===== config.mk =====
export PLATFORM = sky130hd
export DESIGN_NAME = spi_burst_ctrl
export DESIGN_NICKNAME = d
export VERILOG_FILES = /design/src/rtl/spi_burst_ctrl_pkg.sv /design/src/rtl/spi_burst_ctrl_fifo.sv /design/src/rtl/spi_burst_ctrl.sv
export SDC_FILE = /design/constraint.sdc
export NUM_CORES = 1
export LEC_CHECK = 0
export ABC_AREA = 1
export BUFFER_PORTS_ARGS = -buffer_cell sky130_fd_sc_hd__buf_2
export CAP_MARGIN = 20
export CORE_ASPECT_RATIO = 0.5
export CORE_MARGIN = 4
export CORE_UTILIZATION = 55
export CTS_BUF_LIST = sky130_fd_sc_hd__clkbuf_8
export DETAILED_ROUTE_END_ITERATION = 8
export GPL_ROUTABILITY_DRIVEN = 0
export HOLD_SLACK_MARGIN = 0.15
export MAX_ROUTING_LAYER = met4
export PLACE_DENSITY = 0.72
export RECOVER_POWER = 25
export SYNTH_ARGS = -nofsm -noshare
export SYNTH_HDL_FRONTEND = slang
export SYNTH_HIERARCHICAL = 1
export SYNTH_SLANG_ARGS = --single-unit

===== constraint.sdc =====
create_clock -name clk -period 7.6 [get_ports clk]
set_clock_uncertainty 0.2 [all_clocks]
set_input_delay 1.52 -clock clk [delete_from_list [all_inputs] [get_ports clk]]
set_output_delay 1.52 -clock clk [all_outputs]
set_load 0.01 [all_outputs]

===== src/rtl/spi_burst_ctrl_pkg.sv =====
// Shared definitions for the SPI burst controller.
// Contents:
//   - default byte width and FIFO depth;
//   - 3-bit FSM state encoding (IDLE, SETUP, ISSUE, WAIT, HOLD);
//   - small integer helper used for counter sizing.
package spi_pkg;

    localparam int SPI_DATA_WIDTH = 8;
    localparam int SPI_FIFO_DEPTH = 16;

    typedef enum logic [2:0] {
        ST_IDLE  = 3'd0,
        ST_SETUP = 3'd1,
        ST_ISSUE = 3'd2,
        ST_WAIT  = 3'd3,
        ST_HOLD  = 3'd4
    } state_t;

    function automatic int max_int(input int a, input int b);
        return (a > b) ? a : b;
    endfunction

endpackage


===== src/rtl/spi_burst_ctrl_fifo.sv =====
// spi_sync_fifo: synchronous FIFO with first-word fall-through read port.
// Ports:
//   clk, reset : system clock, synchronous active-high reset (empties FIFO)
//   push, din  : write strobe and data (ignored when full)
//   full       : FIFO holds FIFO_DEPTH entries
//   pop        : read strobe (ignored when empty)
//   dout       : head entry, valid while empty=0
//   empty      : FIFO holds no entries
module spi_sync_fifo
    import spi_pkg::*;
#(
    parameter int DATA_WIDTH = SPI_DATA_WIDTH,
    parameter int FIFO_DEPTH = SPI_FIFO_DEPTH
) (
    input  logic                  clk,
    input  logic                  reset,
    input  logic                  push,
    input  logic [DATA_WIDTH-1:0] din,
    output logic                  full,
    input  logic                  pop,
    output logic [DATA_WIDTH-1:0] dout,
    output logic                  empty
);

    localparam int ADDR_W = $clog2(FIFO_DEPTH);

    logic [DATA_WIDTH-1:0] mem_r [FIFO_DEPTH];
    logic [ADDR_W-1:0]     wr_ptr_r;
    logic [ADDR_W-1:0]     rd_ptr_r;
    logic [ADDR_W:0]       count_r;
    logic                  push_en_s;
    logic                  pop_en_s;

    // Gating on full/empty gives push-only when empty and pop-only when full.
    assign push_en_s = push & ~full;
    assign pop_en_s  = pop & ~empty;

    assign full  = (count_r == (ADDR_W + 1)'(FIFO_DEPTH));
    assign empty = (count_r == {(ADDR_W + 1){1'b0}});
    assign dout  = mem_r[rd_ptr_r];

    // Storage array write port; contents need no reset.
    always_ff @(posedge clk) begin
        if (push_en_s) begin
            mem_r[wr_ptr_r] <= din;
        end
    end

    // Pointers wrap naturally because FIFO_DEPTH is a power of two.
    always_ff @(posedge clk) begin
        if (reset) begin
            wr_ptr_r <= {ADDR_W{1'b0}};
            rd_ptr_r <= {ADDR_W{1'b0}};
            count_r  <= {(ADDR_W + 1){1'b0}};
        end else begin
            if (push_en_s) begin
                wr_ptr_r <= wr_ptr_r + {{(ADDR_W - 1){1'b0}}, 1'b1};
            end
            if (pop_en_s) begin
                rd_ptr_r <= rd_ptr_r + {{(ADDR_W - 1){1'b0}}, 1'b1};
            end
            case ({push_en_s, pop_en_s})
                2'b10:   count_r <= count_r + {{ADDR_W{1'b0}}, 1'b1};
                2'b01:   count_r <= count_r - {{ADDR_W{1'b0}}, 1'b1};
                default: count_r <= count_r;
            endcase
        end
    end

endmodule


===== src/rtl/spi_burst_ctrl.sv =====
// spi_burst_ctrl: sequences a multi-byte SPI burst in front of a byte engine.
// Ports:
//   clk, reset            : system clock, synchronous active-high reset
//   cmd_valid/cmd_ready   : burst command handshake (cmd_len = bytes-1,
//                           cmd_keep_cs leaves ss_n low after the burst)
//   tx_wr, tx_data, tx_full     : host TX FIFO write side
//   rx_rd, rx_data, rx_empty    : host RX FIFO read side (fall-through)
//   busy                  : FSM not idle
//   ss_n                  : slave select, active low, registered
//   spi_start, spi_din    : one-cycle start and byte to the engine
//   spi_ready, spi_done_tick, spi_dout : engine status and received byte
module spi_burst_ctrl
    import spi_pkg::*;
#(
    parameter int DATA_WIDTH   = SPI_DATA_WIDTH,
    parameter int FIFO_DEPTH   = SPI_FIFO_DEPTH,
    parameter int CS_SETUP_CYC = 2,
    parameter int CS_HOLD_CYC  = 2
) (
    input  logic                  clk,
    input  logic                  reset,
    input  logic                  cmd_valid,
    output logic                  cmd_ready,
    input  logic [7:0]            cmd_len,
    input  logic                  cmd_keep_cs,
    input  logic                  tx_wr,
    input  logic [DATA_WIDTH-1:0] tx_data,
    output logic                  tx_full,
    input  logic                  rx_rd,
    output logic [DATA_WIDTH-1:0] rx_data,
    output logic                  rx_empty,
    output logic                  busy,
    output logic                  ss_n,
    output logic                  spi_start,
    output logic [DATA_WIDTH-1:0] spi_din,
    input  logic                  spi_ready,
    input  logic                  spi_done_tick,
    input  logic [DATA_WIDTH-1:0] spi_dout
);

    localparam int CNT_W = $clog2(max_int(CS_SETUP_CYC, CS_HOLD_CYC) + 1);

    state_t                state_r, state_s;
    logic [CNT_W-1:0]      cnt_r, cnt_s;
    logic [7:0]            rem_r, rem_s;
    logic                  keep_cs_r, keep_cs_s;
    logic                  skip_setup_r, skip_setup_s;
    logic                  ss_n_r, ss_n_s;
    logic                  issue_fire_s;
    logic                  rx_push_s;
    logic                  tx_empty_s;
    logic                  rx_full_s;
    logic [DATA_WIDTH-1:0] tx_head_s;

    spi_sync_fifo #(
        .DATA_WIDTH (DATA_WIDTH),
        .FIFO_DEPTH (FIFO_DEPTH)
    ) u_tx_fifo (
        .clk   (clk),
        .reset (reset),
        .push  (tx_wr),
        .din   (tx_data),
        .full  (tx_full),
        .pop   (issue_fire_s),
        .dout  (tx_head_s),
        .empty (tx_empty_s)
    );

    spi_sync_fifo #(
        .DATA_WIDTH (DATA_WIDTH),
        .FIFO_DEPTH (FIFO_DEPTH)
    ) u_rx_fifo (
        .clk   (clk),
        .reset (reset),
        .push  (rx_push_s),
        .din   (spi_dout),
        .full  (rx_full_s),
        .pop   (rx_rd),
        .dout  (rx_data),
        .empty (rx_empty)
    );

    // FSM state and burst context registers.
    always_ff @(posedge clk) begin
        if (reset) begin
            state_r      <= ST_IDLE;
            cnt_r        <= {CNT_W{1'b0}};
            rem_r        <= 8'd0;
            keep_cs_r    <= 1'b0;
            skip_setup_r <= 1'b0;
            ss_n_r       <= 1'b1;
        end else begin
            state_r      <= state_s;
            cnt_r        <= cnt_s;
            rem_r        <= rem_s;
            keep_cs_r    <= keep_cs_s;
            skip_setup_r <= skip_setup_s;
            ss_n_r       <= ss_n_s;
        end
    end

    // Next-state, counters, slave select and engine/FIFO strobes.
    always_comb begin
        state_s      = state_r;
        cnt_s        = cnt_r;
        rem_s        = rem_r;
        keep_cs_s    = keep_cs_r;
        skip_setup_s = skip_setup_r;
        ss_n_s       = ss_n_r;
        issue_fire_s = 1'b0;
        rx_push_s    = 1'b0;
        case (state_r)
            ST_IDLE: begin
                if (cmd_valid) begin
                    rem_s        = cmd_len;
                    keep_cs_s    = cmd_keep_cs;
                    cnt_s        = {CNT_W{1'b0}};
                    // ss_n still low from a kept-CS burst: setup time already met.
                    skip_setup_s = ~ss_n_r;
                    ss_n_s       = 1'b0;
                    state_s      = ST_SETUP;
                end else begin
                    state_s = ST_IDLE;
                end
            end
            ST_SETUP: begin
                if (skip_setup_r) begin
                    state_s = ST_ISSUE;
                end else if (cnt_r == CNT_W'(CS_SETUP_CYC - 1)) begin
                    cnt_s   = {CNT_W{1'b0}};
                    state_s = ST_ISSUE;
                end else begin
                    cnt_s = cnt_r + {{(CNT_W - 1){1'b0}}, 1'b1};
                end
            end
            ST_ISSUE: begin
                // RX space is reserved here so the later done tick can always be stored.
                if (!tx_empty_s && !rx_full_s && spi_ready) begin
                    issue_fire_s = 1'b1;
                    state_s      = ST_WAIT;
                end else begin
                    state_s = ST_ISSUE;
                end
            end
            ST_WAIT: begin
                if (spi_done_tick) begin
                    rx_push_s = 1'b1;
                    if (rem_r == 8'd0) begin
                        cnt_s   = {CNT_W{1'b0}};
                        state_s = ST_HOLD;
                    end else begin
                        rem_s   = rem_r - 8'd1;
                        state_s = ST_ISSUE;
                    end
                end else begin
                    state_s = ST_WAIT;
                end
            end
            ST_HOLD: begin
                if (cnt_r == CNT_W'(CS_HOLD_CYC - 1)) begin
                    cnt_s   = {CNT_W{1'b0}};
                    ss_n_s  = ~keep_cs_r;
                    state_s = ST_IDLE;
                end else begin
                    cnt_s = cnt_r + {{(CNT_W - 1){1'b0}}, 1'b1};
                end
            end
            default: begin
                state_s = ST_IDLE;
                ss_n_s  = 1'b1;
            end
        endcase
    end

    assign cmd_ready = (state_r == ST_IDLE);
    assign busy      = (state_r != ST_IDLE);
    assign ss_n      = ss_n_r;
    assign spi_start = issue_fire_s;
    assign spi_din   = issue_fire_s ? tx_head_s : {DATA_WIDTH{1'b0}};

endmodule


After elaboration in Yosys (flattened, before gate mapping)
Memory sizes are Yosys's and may differ from the RTL's. A register that Yosys moved wholly into a read port is not among the register bits. Index checks and enable logic that the tools add are counted.

RAM bits: 256. Output and inout port bits: 22. Memories: 2. Register bits: 42.

Memories: u_rx_fifo.mem_r (depth 16, width 8, rd ports 1, clocked after Yosys merged registers in 1, wr ports 1, line spi_burst_ctrl_fifo.sv:27) `logic [DATA_WIDTH-1:0] mem_r [FIFO_DEPTH];`; u_tx_fifo.mem_r (depth 16, width 8, rd ports 1, clocked after Yosys merged registers in 1, wr ports 1, line spi_burst_ctrl_fifo.sv:27).

Equality and inequality tests: 18. Reductions and logical operators: 19. Muxes and demuxes: 36. Add/sub/neg operators: 10. Bitwise gates (word level): 11.

Operators with widths (count): 8-bit two-way mux (4); 5-bit case mux with 2 select lines (2); 4-bit by 1-bit adder with 4-bit output (second input constant) (4); 4-bit two-way mux (4); 8-bit case mux with 2 select lines (1); 3-bit two-way mux (5); 3-bit case mux with 5 select lines (1); 1-bit two-way mux (12); 2-bit inequality test (second input constant) (6); 5-bit by 1-bit adder with 5-bit output (second input constant) (2); 5-bit equality test (second input constant) (2); 5-bit logical NOT (2); 2-bit two-way mux (5); 5-bit by 1-bit subtractor with 5-bit output (second input constant) (2); 8-bit logical NOT (1); 2-bit case mux with 4 select lines (1); 8-bit by 1-bit subtractor with 8-bit output (second input constant) (1); 1-bit NOT (7); 2-bit by 1-bit equality test with 1-bit output (second input constant) (3); 3-bit by 2-bit equality test with 1-bit output (second input constant) (2); 2-bit nonzero test (3); 5-bit AND reduction (1); 1-bit AND (4); 2-bit equality test (second input constant) (2); 14 further kinds (17).

Longest topological paths before layout
Depth after elaboration: 9. Depth in mapped cells: 19. Gate-level depth less buffers: 19.

Hierarchy
The synthesis kept the hierarchy.

By module, submodules not included: spi_sync_fifo (u_tx_fifo) (times used 1, cells an instance 478, area each 6099.6 um2); spi_sync_fifo (u_rx_fifo) (times used 1, cells an instance 474, area each 6075.8 um2); spi_burst_ctrl (times used 1, cells an instance 179, area each 1093.5 um2).

Worst setup path before layout
Ideal clock, no wire load.

Path type: in2out. From: in spi_ready. To: out spi_din[0]. Path buffers: 0. Required time: 5880 ps. Stages on the path: 3. Path slack: 3689 ps. Arrival time: 2191 ps. Path through: nor3b_1 -> nand4_1 -> nor2_1.

Cells in the longest elaborated chain, start to end: 4.

RTL lines: from (decl) (line spi_burst_ctrl.sv:36) `input logic spi_ready,`; 1-bit logical AND (line spi_burst_ctrl.sv:138) `if (!tx_empty_s && !rx_full_s && spi_ready) begin`; 1-bit two-way mux (line spi_burst_ctrl.sv:138); 1-bit two-way mux (line spi_burst_ctrl.sv:112) `case (state_r)`; 8-bit two-way mux (line spi_burst_ctrl.sv:179) `assign spi_din = issue_fire_s ? tx_head_s : {DATA_WIDTH{1'b0}};`; to (decl) (line spi_burst_ctrl.sv:35) `output logic [DATA_WIDTH-1:0] spi_din,`.

No other way between the ends.

==> run_summary.xml <==
<?xml version="1.0" encoding="UTF-8"?>
<metrics>
  <group name="placed_design">
    <metric name="io_buffer_count" unit="">53</metric>
    <metric name="dp.final_hpwl" unit="um">16700</metric>
  </group>
  <group name="worst_setup_path">
    <metric name="worst-r2r-setup-slack" unit="ns">4.25</metric>
    <metric name="cpMostUsedCell" unit="">inv_1</metric>
    <metric name="crit_path_max_fanout" unit="">33</metric>
    <metric name="critPathKind" unit="">register to output pin</metric>
    <metric name="critical_path_at" unit="ns">2.82</metric>
    <metric name="reg2reg_depth" unit="">17</metric>
    <metric name="setup.worst_path.start_class" unit="">register</metric>
    <metric name="max_stage_delay" unit="ns">0.60</metric>
    <metric name="worst_r2r_endpoint" unit="">u_tx_fifo/count_r[4]$_SDFFE_PP0P_</metric>
    <metric name="cp.required" unit="ns">5.88</metric>
    <metric name="crit_path_cell_trace" unit="">buf_4, inv_1, o211ai_1, nand3_1, nand2_1, inv_1, nor2_1, buf_2</metric>
    <metric name="crit_path_end_kind" unit="">output pin</metric>
    <metric name="cp_slowest_cell" unit="">inv_1</metric>
    <metric name="ff_to_ff_start" unit="">u_tx_fifo/count_r[2]$_SDFFE_PP0P_</metric>
  </group>
  <group name="synth">
    <metric name="synth.yosys.seq_area_share" unit="%">65.5</metric>
    <metric name="synth_top_family_by_area" unit="">compound AO/OA/AOI/OAI gates</metric>
    <metric name="synthesized_area_divided_by_synthesized_cell_count" unit="um2">11.7</metric>
    <metric name="yosysUniqueCellTypes" unit="">37</metric>
    <metric name="async_flop_share" unit="%">0</metric>
    <metric name="synth_seq_cells" unit="">306</metric>
    <metric name="synthSimpleGateAreaFrac" unit="%">9.95</metric>
    <metric name="synth_fa_ha_area_share" unit="%">1.70</metric>
    <metric name="synth_compound_gate_area_share" unit="%">11.2</metric>
    <metric name="muxShareOfSynthArea" unit="%">4.83</metric>
    <metric name="syn_nets" unit="">1181</metric>
    <metric name="synth_enable_flop_cells" unit="">256</metric>
    <metric name="synth_cells" unit="">1131</metric>
    <metric name="synth-xor-area-share" unit="%">0.660</metric>
    <metric name="synth_warnings" unit="">6</metric>
    <metric name="synth_flop_cell" unit="">edfxtp_1</metric>
    <metric name="netlist_area_before_placement" unit="um2">13300</metric>
  </group>
  <group name="global_routing">
    <metric name="antenna_found_initial" unit="">0</metric>
    <metric name="globalRouteTotalUtil" unit="%">20.8</metric>
    <metric name="grt-ovfl-total" unit="">0</metric>
    <metric name="grt_first_pass_wirelength" unit="um">43000</metric>
    <metric name="number_of_global_route_vias_before_repair" unit="">8136</metric>
    <metric name="grt_start_max_net_pins" unit="">97</metric>
  </group>
  <group name="cells_and_area">
    <metric name="fillers" unit="">1803</metric>
    <metric name="num_antenna_cells" unit="">0</metric>
    <metric name="final_cell_mix" unit="">edfxtp_1 (256), inv_1 (156), nand2_1 (92)</metric>
    <metric name="area_growth_syn_to_layout" unit="%">9.96</metric>
    <metric name="design.final.nets" unit="">1236</metric>
    <metric name="final_layout_size_suffix_gt1_share" unit="%">12.3</metric>
    <metric name="layout.cells.most_common" unit="">edfxtp_1</metric>
  </group>
  <group name="timing">
    <metric name="report.final.slew_viol_count" unit="">0</metric>
    <metric name="setup-violations-final" unit="">0</metric>
    <metric name="max_slew_headroom_at_the_worst_pin" unit="%">26.0</metric>
    <metric name="max_freq" unit="MHz">220</metric>
    <metric name="tightestPinTransition" unit="ns">1.11</metric>
    <metric name="totalNegativeSetupSlack" unit="ns">0</metric>
    <metric name="rsz0062_at_grt" unit="">false</metric>
    <metric name="period_minus_slack" unit="ns">4.54</metric>
    <metric name="hold_viol" unit="">0</metric>
    <metric name="holdWs" unit="ns">0.248</metric>
    <metric name="timing.final.crit_share" unit="%">59.7</metric>
  </group>
  <group name="floorplan">
    <metric name="io-pin-count" unit="">54</metric>
    <metric name="chip_height" unit="um">118</metric>
    <metric name="starting_density" unit="%">57.0</metric>
    <metric name="die_width" unit="um">228</metric>
    <metric name="row_count" unit="">39</metric>
    <metric name="dieArea" unit="um2">26800</metric>
    <metric name="floorplan.core_area" unit="um2">23300</metric>
  </group>
  <group name="clock_network">
    <metric name="postCtsSetupBuffers" unit="">0</metric>
    <metric name="htree_levels" unit="">2</metric>
    <metric name="number_of_clock_buffers_inserted_by_tritoncts" unit="">43</metric>
    <metric name="cts-resized-gates" unit="">0</metric>
    <metric name="clk_latency" unit="ns">0.53</metric>
    <metric name="max-clock-path-buffers" unit="">3</metric>
    <metric name="hold_bufs_at_cts" unit="">0</metric>
    <metric name="clkTransAtPathRegs" unit="ns">0.07</metric>
    <metric name="root_buffer" unit="">clkbuf_8</metric>
    <metric name="tritoncts" unit="">done</metric>
    <metric name="numClockSinks" unit="">306</metric>
  </group>
  <group name="run_status">
    <metric name="run_status" unit="">completed</metric>
  </group>
  <group name="min_path">
    <metric name="min-delay-path-class" unit="">register to register</metric>
    <metric name="min_to" unit="">cnt_r[1]$_SDFFE_PP0P_</metric>
    <metric name="min_delay_path_depth" unit="">2</metric>
    <metric name="hold_start" unit="">cnt_r[1]$_SDFFE_PP0P_</metric>
  </group>
  <group name="power_and_ir_drop">
    <metric name="power_density" unit="nW/um2">291</metric>
    <metric name="power.ir.vdd_worst" unit="uV">135</metric>
    <metric name="leakagePower" unit="nW">5.37</metric>
  </group>
  <group name="routing">
    <metric name="first_drt_pass_iteration_count" unit="">5</metric>
    <metric name="totalWireLength" unit="um">27600</metric>
    <metric name="postRouteAntennaNets" unit="">0</metric>
    <metric name="drtIter0Drc" unit="">901</metric>
    <metric name="avgRoutedWirePerCell" unit="um">18.1</metric>
    <metric name="via_count" unit="">8596</metric>
    <metric name="drc" unit="">0</metric>
    <metric name="drt-vias-per-instance" unit="">5.63</metric>
  </group>
  <group name="flow_run">
    <metric name="max_cap_viol_count" unit="">0</metric>
  </group>
</metrics>
## registers in the layout, indices dropped and copies added, names as in the netlist, named ones only
signal and flops:
state_r 3, u_rx_fifo/rd_ptr_r 4, skip_setup_r 1, keep_cs_r 1, u_tx_fifo/wr_ptr_r 4, u_rx_fifo/count_r 5, u_rx_fifo/wr_ptr_r 4, ss_n 1
u_tx_fifo/rd_ptr_r 4, u_tx_fifo/mem_r 128, u_rx_fifo/mem_r 128, u_tx_fifo/count_r 5, cnt_r 2, rem_r 8
## logic make-up (layout without fill, tap and decap cells)
family / Yosys count / in the layout
compound gates: 253 / 253
xor+xnor: 10 / 10
fa+ha+maj: 18 / 18
buf+inv: 199 / 287
flops: 306 / 306
mux: 64 / 64
simple gates: 281 / 281
## final cells by class
| type | count | area (um2) | area share, % |
|---|---|---|---|
| sequential | 306 | 8700 | 59.6 |
| multi-input combinational | 626 | 3750 | 25.7 |
| clock buffer | 47 | 647 | 4.43 |
| inverter | 151 | 572 | 3.92 |
| tap | 307 | 384 | 2.63 |
| timing repair buffer | 58 | 329 | 2.26 |
| clock inverter | 31 | 209 | 1.43 |
## power breakdown
part	internal [mW]	switching [mW]
registers	1.90	0.0800
logic	0.354	0.641
clock network	0.674	0.606
## metrics by stage
stage	utilization, %	cells	instance area, um2	setup WS, ns	power, mW
after floorplan	-	1131	13300	3.69	2.75
after global placement	58.8	1446	13700	3.08	2.95
after detailed placement	58.8	1446	13700	3.07	2.98
after CTS	62.5	1524	14500	3.07	4.27
after global routing	62.7	1526	14600	2.89	4.50
final	62.7	1526	14600	3.06	4.25
## cells in the mapped netlist (all sizes together), types with 21 or more instances
library cell,number,area share (%)
edfxtp,256,58
inv,151,4.3
nand2,108,3.6
o21ai,95,3.7
nor2,90,2.7
a21oi,85,3.3
o211ai,65,3.7
mux2i,64,4.8
nand3,57,2.3
dfxtp,50,7.5
clkbuf,27,0.76
buf,21,1.2
## worst max-delay path by stage
stage,depth (start not counted),endpoint,startpoint,slack (ns)
6_report,8,spi_din[4],register,3.06
4_1_cts,5,spi_start,spi_ready,3.07
2_1_floorplan,3,spi_din[0],spi_ready,3.69
3_5_place_dp,5,spi_start,spi_ready,3.07
3_3_place_gp,5,spi_start,spi_ready,3.08
5_1_grt,8,spi_din[6],register,2.89
## per-layer routing
layer  track usage (%)  up-vias  part of all wire, %
met5                 -        -                    0
met4              5.66        0                  1.8
met3              4.11       47                  7.2
met2              31.8      270                   48
met1              28.8     4153                   43
li1                  -     4126                    -
## critical path: cells and delay by family (launching register included)
| family | cells | cell delay, ns |
|---|---|---|
| buf+inv | 4 | 1.17 |
| simple gates | 3 | 0.41 |
| compound gates | 1 | 0.40 |
| flops | 1 | 0.31 |
No activity file was read; power rests on OpenSTA's default activity.
